<file path="src/rtl/vga_box_painter_pkg.sv">
// Shared VGA definitions: active-area defaults, run/pause encodings and box geometry helpers.
// Imported by the box painter and its button front end.
package vga_box_painter_pkg;

  localparam int H_ACTIVE_DEF = 640;
  localparam int V_ACTIVE_DEF = 480;
  localparam int COORD_W      = 10;

  typedef enum logic [0:0] {
    ST_RUN   = 1'b0,
    ST_PAUSE = 1'b1
  } run_state_e;

  typedef struct packed {
    logic r;
    logic g;
    logic b;
  } rgb_t;

  localparam rgb_t RGB_OFF   = 3'b000;
  localparam rgb_t RGB_BLANK = 3'b111;
  localparam rgb_t RGB_RUN   = 3'b100;
  localparam rgb_t RGB_PAUSE = 3'b010;
  localparam rgb_t RGB_BG    = 3'b001;

  typedef struct packed {
    logic [COORD_W-1:0] pos;
    logic               dir;
  } axis_t;

  // start <= pos < start + size, evaluated on 11 bits so the upper bound never wraps
  function automatic logic in_span(input logic [COORD_W-1:0] pos,
                                   input logic [COORD_W-1:0] start,
                                   input logic [COORD_W:0]   size);
    logic [COORD_W:0] lo;
    logic [COORD_W:0] hi;
    lo = {1'b0, start};
    hi = lo + size;
    return ({1'b0, pos} >= lo) && ({1'b0, pos} < hi);
  endfunction

  // One frame of motion on one axis, bouncing between 0 and limit
  function automatic axis_t axis_advance(input axis_t            cur,
                                         input logic [COORD_W:0] step,
                                         input logic [COORD_W:0] limit);
    axis_t nxt;
    nxt = cur;
    if (cur.dir) begin
      if (({1'b0, cur.pos} + step) >= limit) begin
        nxt.pos = limit[COORD_W-1:0];
        nxt.dir = 1'b0;
      end else begin
        nxt.pos = cur.pos + step[COORD_W-1:0];
        nxt.dir = 1'b1;
      end
    end else begin
      if ({1'b0, cur.pos} <= step) begin
        nxt.pos = {COORD_W{1'b0}};
        nxt.dir = 1'b1;
      end else begin
        nxt.pos = cur.pos - step[COORD_W-1:0];
        nxt.dir = 1'b0;
      end
    end
    return nxt;
  endfunction

endpackage

</file>
<file path="src/rtl/vga_box_painter_button_debounce.sv">
// Push-button front end: two-flop synchronizer, level debounce and a one-cycle press pulse
// on each accepted high-to-low transition of the active-low button.
module button_debounce
  import vga_box_painter_pkg::*;
#(
  parameter int DEBOUNCE_CYCLES = 250000
) (
  input  logic clk_sys,
  input  logic reset,
  input  logic button,
  output logic press
);

  localparam int CNT_W = (DEBOUNCE_CYCLES > 1) ? $clog2(DEBOUNCE_CYCLES) : 1;
  localparam logic [CNT_W-1:0] CNT_LAST = CNT_W'(DEBOUNCE_CYCLES - 1);

  logic             r_sync1;
  logic             r_sync2;
  logic             r_level;
  logic             r_press;
  logic [CNT_W-1:0] r_cnt;
  logic             w_differs;
  logic             w_accept;

  assign w_differs = (r_sync2 != r_level);
  assign w_accept  = w_differs && (r_cnt == CNT_LAST);
  assign press     = r_press;

  // Synchronize the raw button into the clk_sys domain; idle level is released (high)
  always_ff @(posedge clk_sys) begin
    if (reset) begin
      r_sync1 <= 1'b1;
      r_sync2 <= 1'b1;
    end else begin
      r_sync1 <= button;
      r_sync2 <= r_sync1;
    end
  end

  // Count consecutive cycles the synchronized input disagrees with the accepted level
  always_ff @(posedge clk_sys) begin
    if (reset) begin
      r_level <= 1'b1;
      r_cnt   <= {CNT_W{1'b0}};
      r_press <= 1'b0;
    end else begin
      r_press <= w_accept && !r_sync2;
      if (!w_differs) begin
        r_cnt <= {CNT_W{1'b0}};
      end else if (w_accept) begin
        r_level <= r_sync2;
        r_cnt   <= {CNT_W{1'b0}};
      end else begin
        r_cnt <= r_cnt + CNT_W'(1);
      end
    end
  end

endmodule

</file>
<file path="src/rtl/vga_box_painter.sv">
// Bouncing-box painter: a square moves one step per frame and bounces off the visible edges;
// the push button pauses/resumes motion, and the box colour reflects the run state.
module vga_box_painter
  import vga_box_painter_pkg::*;
#(
  parameter int H_ACTIVE        = H_ACTIVE_DEF,
  parameter int V_ACTIVE        = V_ACTIVE_DEF,
  parameter int BOX_SIZE        = 40,
  parameter int STEP            = 2,
  parameter int DEBOUNCE_CYCLES = 250000
) (
  input  logic               clk_sys,
  input  logic               reset,
  input  logic               display_en,
  input  logic [COORD_W-1:0] h_count,
  input  logic [COORD_W-1:0] v_count,
  input  logic               button,
  output logic               r0,
  output logic               g0,
  output logic               b0,
  output logic               paused
);

  localparam logic [COORD_W:0] X_LIMIT = (COORD_W + 1)'(H_ACTIVE - BOX_SIZE);
  localparam logic [COORD_W:0] Y_LIMIT = (COORD_W + 1)'(V_ACTIVE - BOX_SIZE);
  localparam logic [COORD_W:0] STEP_W  = (COORD_W + 1)'(STEP);
  localparam logic [COORD_W:0] BOX_W   = (COORD_W + 1)'(BOX_SIZE);
  localparam logic [COORD_W:0] V_TICK  = (COORD_W + 1)'(V_ACTIVE);

  logic [COORD_W-1:0] r_box_x;
  logic [COORD_W-1:0] r_box_y;
  logic               r_dx;
  logic               r_dy;
  run_state_e         r_state;
  logic               r_paused;
  rgb_t               r_rgb;

  logic               w_press;
  logic               w_frame_tick;
  logic               w_in_box;
  axis_t              w_x_next;
  axis_t              w_y_next;

  button_debounce #(
    .DEBOUNCE_CYCLES(DEBOUNCE_CYCLES)
  ) u_debounce (
    .clk_sys(clk_sys),
    .reset  (reset),
    .button (button),
    .press  (w_press)
  );

  // First pixel of the first blanked line marks the frame boundary
  assign w_frame_tick = (h_count == {COORD_W{1'b0}}) && ({1'b0, v_count} == V_TICK);

  assign w_x_next = axis_advance(axis_t'({r_box_x, r_dx}), STEP_W, X_LIMIT);
  assign w_y_next = axis_advance(axis_t'({r_box_y, r_dy}), STEP_W, Y_LIMIT);

  assign w_in_box = in_span(h_count, r_box_x, BOX_W) && in_span(v_count, r_box_y, BOX_W);

  assign r0     = r_rgb.r;
  assign g0     = r_rgb.g;
  assign b0     = r_rgb.b;
  assign paused = r_paused;

  // Run/pause FSM and box motion; motion looks at the state before any same-cycle toggle
  always_ff @(posedge clk_sys) begin
    if (reset) begin
      r_box_x  <= {COORD_W{1'b0}};
      r_box_y  <= {COORD_W{1'b0}};
      r_dx     <= 1'b1;
      r_dy     <= 1'b1;
      r_state  <= ST_RUN;
      r_paused <= 1'b0;
    end else begin
      if (w_frame_tick && (r_state == ST_RUN)) begin
        r_box_x <= w_x_next.pos;
        r_dx    <= w_x_next.dir;
        r_box_y <= w_y_next.pos;
        r_dy    <= w_y_next.dir;
      end
      if (w_press) begin
        case (r_state)
          ST_RUN: begin
            r_state  <= ST_PAUSE;
            r_paused <= 1'b1;
          end
          ST_PAUSE: begin
            r_state  <= ST_RUN;
            r_paused <= 1'b0;
          end
          default: begin
            r_state  <= ST_RUN;
            r_paused <= 1'b0;
          end
        endcase
      end
    end
  end

  // Pixel colour, one cycle behind the timing inputs
  always_ff @(posedge clk_sys) begin
    if (reset) begin
      r_rgb <= RGB_OFF;
    end else if (!display_en) begin
      r_rgb <= RGB_BLANK;
    end else if (w_in_box) begin
      case (r_state)
        ST_RUN:   r_rgb <= RGB_RUN;
        ST_PAUSE: r_rgb <= RGB_PAUSE;
        default:  r_rgb <= RGB_RUN;
      endcase
    end else begin
      r_rgb <= RGB_BG;
    end
  end

endmodule
</file>
<file path="config.mk">
export PLATFORM = sky130hd
export DESIGN_NAME = vga_box_painter
export DESIGN_NICKNAME = d
export VERILOG_FILES = /design/src/rtl/vga_box_painter_pkg.sv /design/src/rtl/vga_box_painter_button_debounce.sv /design/src/rtl/vga_box_painter.sv
export SDC_FILE = /design/constraint.sdc
export NUM_CORES = 1
export LEC_CHECK = 0
export ABC_AREA = 1
export BUFFER_PORTS_ARGS = -buffer_cell sky130_fd_sc_hd__buf_2
export CAP_MARGIN = 20
export CELL_PAD_IN_SITES_DETAIL_PLACEMENT = 0
export CELL_PAD_IN_SITES_GLOBAL_PLACEMENT = 1
export CORE_ASPECT_RATIO = 0.7
export CORE_MARGIN = 2
export CORE_UTILIZATION = 45
export CTS_BUF_LIST = sky130_fd_sc_hd__clkbuf_8
export CTS_CLUSTER_SIZE = 40
export DETAILED_ROUTE_END_ITERATION = 8
export GPL_ROUTABILITY_DRIVEN = 0
export PLACE_DENSITY = 0.9
export SYNTH_ARGS = -nofsm -noshare
export SYNTH_HDL_FRONTEND = slang
export SYNTH_HIERARCHICAL = 1
export SYNTH_SLANG_ARGS = --single-unit
</file>
<file path="constraint.sdc">
create_clock -name clk_sys -period 2.44 [get_ports clk_sys]
set_input_delay 0.488 -clock clk_sys [delete_from_list [all_inputs] [get_ports clk_sys]]
set_output_delay 0.488 -clock clk_sys [all_outputs]
set_load 0.01 [all_outputs]
</file>
### Word level (Yosys, flattened, before mapping)

Index checks and enable logic that the tools add are counted.

| storage, ports and cells | value |
|---|---|
| bits in registers | 48 |
| bits of input ports | 24 |
| output and inout port bits | 4 |
| word-level logic and storage cells | 56 |

| cells by class | value |
|---|---|
| add/sub/neg operators | 9 |
| magnitude comparators | 8 |
| equality and inequality tests | 3 |
| multiplexer cells | 10 |
| bitwise operators | 2 |
| reductions and logical operators | 11 |

Operator list:

| operator | count |
|---|---|
| 2-to-1 mux 11 bit | 6 |
| adder 10 x 2 -> 11 bit, second input constant | 2 |
| adder 10 x 6 -> 11 bit, second input constant | 2 |
| < comparator 10 x 11 -> 1 bit | 2 |
| adder 10 x 2 -> 10 bit, second input constant | 2 |
| >= comparator 10 bit | 2 |
| less-or-equal comparator 10 x 2 -> 1 bit, second input constant | 2 |
| subtractor 10 x 2 -> 10 bit, second input constant | 2 |
| adder 18 x 1 -> 18 bit, second input constant | 1 |
| equality test 18 bit, second input constant | 1 |
| >= comparator 11 x 10 -> 1 bit, second input constant | 1 |
| >= comparator 11 x 9 -> 1 bit, second input constant | 1 |
| equality test 10 x 9 -> 1 bit, second input constant | 1 |
| logical NOT 10 bit | 1 |
| logical AND 1 bit | 7 |
| 2-to-1 mux 3 bit | 2 |
| case mux 3 bit (2 select lines) | 1 |
| OR reduction 3 bit | 1 |
| NOT 1 bit | 2 |
| case mux 1 bit (2 select lines) | 1 |
| AND reduction 2 bit | 1 |
| logical NOT 1 bit | 1 |
| != test 1 bit | 1 |

### Longest topological paths before layout

| logic depth | value |
|---|---|
| depth after elaboration | 6 |
| mapped depth | 15 |
| gate-level depth less buffers | 15 |

### Hierarchy

Netlist, hierarchy kept.

Modules (own cells, without submodules):

| module | instances | cells an instance | area each (sq um) | sequential area each (sq um) |
|---|---|---|---|---|
| vga_box_painter | 1 | 470 | 3035.4 | 480.5 |
| button_debounce | 1 | 145 | 1049.8 | 440.4 |

### Worst setup path before layout

OpenSTA, ideal clock, no wires.

| timing path | value |
|---|---|
| path kind | flip-flop to flip-flop |
| start point | reg r_box_x[3] |
| end point | reg r_rgb (netlist bit b0) |
| setup time | 109 ps |
| arrival | 1855 ps |
| data required time | 2331 ps |
| path slack | 476 ps |
| cell stages (with the launch flop) | 14 |
| path buffers | 0 |
| period minus slack after synthesis | 1964 ps |
| path through | dfxtp_1 > ha_1 > or2_2 > nand3_1 > xor2_1 > ha_1 > nand2_1 > nor2_1 > nand2_1 > nor2_1 > nor2_2 > nand3_1 > nand2_1 > inv_1 |

| on the way | value |
|---|---|
| longest elaborated chain between the ends | 6 |
| elaborated cells between the ends (all ways) | 7 |
| those cells by class | add/sub (1); order compare (2); mux (2); reduce/logical (2) |

Ends and longest elaborated chain:

| what | RTL line | RTL |
|---|---|---|
| start: declaration | vga_box_painter.sv:30 | `logic [COORD_W-1:0] r_box_x;` |
| start signal: assignment | vga_box_painter.sv:69 | `r_box_x <= {COORD_W{1'b0}};` |
| start signal: assignment | vga_box_painter.sv:77 | `r_box_x <= w_x_next.pos;` |
| adder 10 x 6 -> 11 bit | vga_box_painter_pkg.sv:38 | `hi = lo + size;` |
| < comparator 10 x 11 -> 1 bit | vga_box_painter_pkg.sv:39 | `return ({1'b0, pos} >= lo) && ({1'b0, pos} < hi);` |
| logical AND 1 bit * | vga_box_painter_pkg.sv:39 |  |
| logical AND 1 bit * | vga_box_painter.sv:59 | `assign w_in_box = in_span(h_count, r_box_x, BOX_W) && in_span(v_count, r_box_y, BOX_W);` |
| 2-to-1 mux 3 bit * | vga_box_painter.sv:107 | `end else if (w_in_box) begin` |
| 2-to-1 mux 3 bit * | vga_box_painter.sv:105 | `end else if (!display_en) begin` |
| end signal: assignment | vga_box_painter.sv:104 | `r_rgb <= RGB_OFF;` |
| end signal: assignment | vga_box_painter.sv:106 | `r_rgb <= RGB_BLANK;` |
| end signal: assignment | vga_box_painter.sv:109 | `ST_RUN: r_rgb <= RGB_RUN;` |
| end: declaration | vga_box_painter.sv:36 | `rgb_t r_rgb;` |

Every way passes the cells marked *; elsewhere a longest branch is shown, timed or not.
A chain may end at the register's enable or synchronous reset.

### Worst setup path in the final report

| timing path | value |
|---|---|
| start point | reg r_box_y[6] |
| end point | reg r_rgb (netlist bit r0) |

| on the way | value |
|---|---|
| longest elaborated chain between the ends | 6 |
| elaborated cells between the ends (all ways) | 7 |
| those cells by class | add/sub (1); order compare (2); mux (2); reduce/logical (2) |

Ends and longest elaborated chain:

| what | RTL line | RTL |
|---|---|---|
| start: declaration | vga_box_painter.sv:31 | `logic [COORD_W-1:0] r_box_y;` |
| start signal: assignment | vga_box_painter.sv:70 | `r_box_y <= {COORD_W{1'b0}};` |
| start signal: assignment | vga_box_painter.sv:79 | `r_box_y <= w_y_next.pos;` |
| adder 10 x 6 -> 11 bit | vga_box_painter_pkg.sv:38 |  |
| < comparator 10 x 11 -> 1 bit | vga_box_painter_pkg.sv:39 |  |
| logical AND 1 bit * | vga_box_painter_pkg.sv:39 |  |
| logical AND 1 bit * | vga_box_painter.sv:59 |  |
| 2-to-1 mux 3 bit * | vga_box_painter.sv:107 |  |
| 2-to-1 mux 3 bit * | vga_box_painter.sv:105 |  |

Marks and branches as above.

==> results.cfg <==
[clock_tree]
tritoncts = yes
numCtsBuffers = 5
clk_latency_ns = 0.31
cts.path.max_buffers = 2
ctsHoldBuffers = 0
htree_num_levels = 2
clkSinkCount = 46
clockRootBuffer = clkbuf_8
path_clk_slew_ns = 0.09

[setup_path]
crit_family = simple AND/OR/NAND/NOR gates
start_kind = flip-flop
cp_common_cell = nor2_1
critPathSlowestCell = dfxtp_1
cp_num_buf_inv = 2
worstPathRequired_ns = 2.68
crit_chain = clkinvlp_4 -> buf_4 -> xor2_1 -> ha_1 -> a21o_1 -> nor2_1 -> nor2_1 -> nor2_1 -> nand2_1 -> nor2_2 -> nand3_1 -> a21oi_1
cp_slowest_stage_delay_ns = 0.47
cp-end-kind = flip-flop
crit_arrival_ns = 2.39
crit_fanout = 5
criticalPathCategory = reg2reg

[global_routing]
grt_pass1_vias = 3686
antenna_found_initial = 0
gr-total-overflow = 0
grt_max_degree = 19
grt_pass1_wl_um = 17400
grt_usage = 0.215

[layout]
top_register = u_debounce/r_cnt
final_common_cell = nand2_1
final_cell_mix = nand2_1 (133), nor2_1 (79), inv_1 (71), nand3_1 (46)
area_growth_pct = 9.59
antenna_cells = 0
nNetsFinal = 715
top_regs = u_debounce/r_cnt: 18 flops, r_box_x: 9 flops, r_box_y: 9 flops
fin_area_um2 = 4480
drive_gt1_frac = 0.159
largest_reg_flops = 18
fillCellCount = 933
final_util = 0.502

[drt]
detail_route.wl_per_cell_um = 13.2
drt_iter0_markers = 316
drtPass1Iterations = 6
wl_um = 10200
vias = 3954
drt-vias-per-instance = 5.12
route.detailed.drc = 0
postRouteAntennaNets = 0

[sta]
hold_violations = 0
setup_tns_ns = 0
max_freq_ghz = 0.466
setup_ws_ns = 0.293
finClkSkew_ns = 0.00747
final.min_clock_period_ns = 2.15
min_period_over_period = 0.880
whs_ns = 0.354
rsz0062_at_grt = no
tightest_slew_ns = 0.470
finalSetupViolCount = 0
drv_slew = 0
slew_headroom = 0.687

[place]
placed_cell_area_um2 = 4360
port_buffers = 27
place_ws_ns = 0.205
dp_hpwl_um = 8270

[floorplan]
io_pins = 28
row_count = 29
fp.dieW_um = 118
start_util = 0.458
die_h_um = 83.7
die_area_um2 = 9870
design.core.area_um2 = 8930

[synth]
avgSynthCellArea_um2 = 6.64
synth-async-reset-ratio = 0
yosysSeqAreaShare = 0.225
yosysWarnings = 6
ys_ff_latch = 46
syn_inst = 615
syn-cell-area_um2 = 4090
synth_fp_nets = 682
synth-edff-count = 0
ys.flop_type = dfxtp_1
yosysUniqueCellTypes = 39

[power_and_ir_drop]
combPwrFrac = 0.104
p_int_w = 0.00101
p_leak_nw = 2.03
switching_share = 0.265
cellPowerDensity_nw_per_um2 = 308
irDropWorstVdd_v = 0.000272
p_switching_w = 0.000366
p_clk_frac = 0.347
power.share.sequential = 0.549

[job]
maxCapViolations = 0

[outcome]
status = complete, no violations

[min_path]
min_path_type = in2reg
## final timing paths
kind / start / endpoint / slack [ns] / cells past startpoint
setup / recovery: r_box_y[6] / r0 / 0.29 / 12
hold / removal: button / u_debounce/r_sync1 / 0.35 / 2
setup reg to reg: r_box_y[6] / r0 / 0.29 / 12
hold reg to reg: u_debounce/r_sync1 / u_debounce/r_sync2 / 0.41 / 1
## power groups by stage
stage / sequential [W] / clock [W] / combinational [W]
after floorplan: 0.000776 / 0 / 0.0000853
after global placement: 0.000776 / 0 / 0.000138
after detailed placement: 0.000775 / 0 / 0.000142
after CTS: 0.000758 / 0.000505 / 0.000143
after global routing: 0.000759 / 0.000530 / 0.000166
final: 0.000758 / 0.000480 / 0.000143
## metal layers
metal / wire length [µm] / share of wire / vias up / global-route usage
li1: - / - / 2050 / -
met1: 5380 / 0.53 / 1779 / 0.320
met2: 4090 / 0.40 / 114 / 0.326
met3: 629 / 0.062 / 11 / 0.0437
met4: 69 / 0.0068 / 0 / 0.0296
met5: 0 / 0 / - / 0
## synth_stat cells, types with 6 or more instances
library cell / count / area share
nand2_1: 133 / 0.12
nor2_1: 79 / 0.073
inv_1: 71 / 0.065
dfxtp_1: 46 / 0.23
nand3_1: 46 / 0.056
ha_1: 43 / 0.13
a21oi_1: 34 / 0.042
xor2_1: 29 / 0.062
o21ai_0: 22 / 0.027
nand4_1: 15 / 0.023
nand2_2: 11 / 0.017
nor2_2: 11 / 0.017
xnor2_1: 7 / 0.015
or2_2: 6 / 0.0092
## metrics by stage
step	instances	power, W
finish	773	0.00138
global route	773	0.00146
CTS	771	0.00141
floorplan	615	0.000861
global placement	763	0.000914
detailed placement	763	0.000917
## logic make-up after synthesis
family / after synthesis / synth area share
and+or+nand+nor: 324 / 0.369
adders and majority gates: 43 / 0.132
xor gates and xnor gates: 36 / 0.0772
DFF: 46 / 0.225
buffers and inverters: 89 / 0.0897
AOI/OAI and AO/OA: 77 / 0.107
## area by class of cell
| cell class | count | area (µm²) | share of cell area |
|---|---|---|---|
| well taps | 124 | 155 | 0.0347 |
| flip-flops and latches | 46 | 925 | 0.207 |
| inverters | 78 | 299 | 0.0668 |
| multi-input cells | 480 | 2800 | 0.625 |
| clock inverters | 3 | 21.3 | 0.00475 |
| clock buffers | 5 | 68.8 | 0.0154 |
| repair buffers | 37 | 210 | 0.0470 |
## timing repair
item,4_1_cts,5_1_grt
gates resized for setup,0,4
buffers inserted,0,2
setup endpoints to repair,0,3
(Power assumes the default switching activity.)
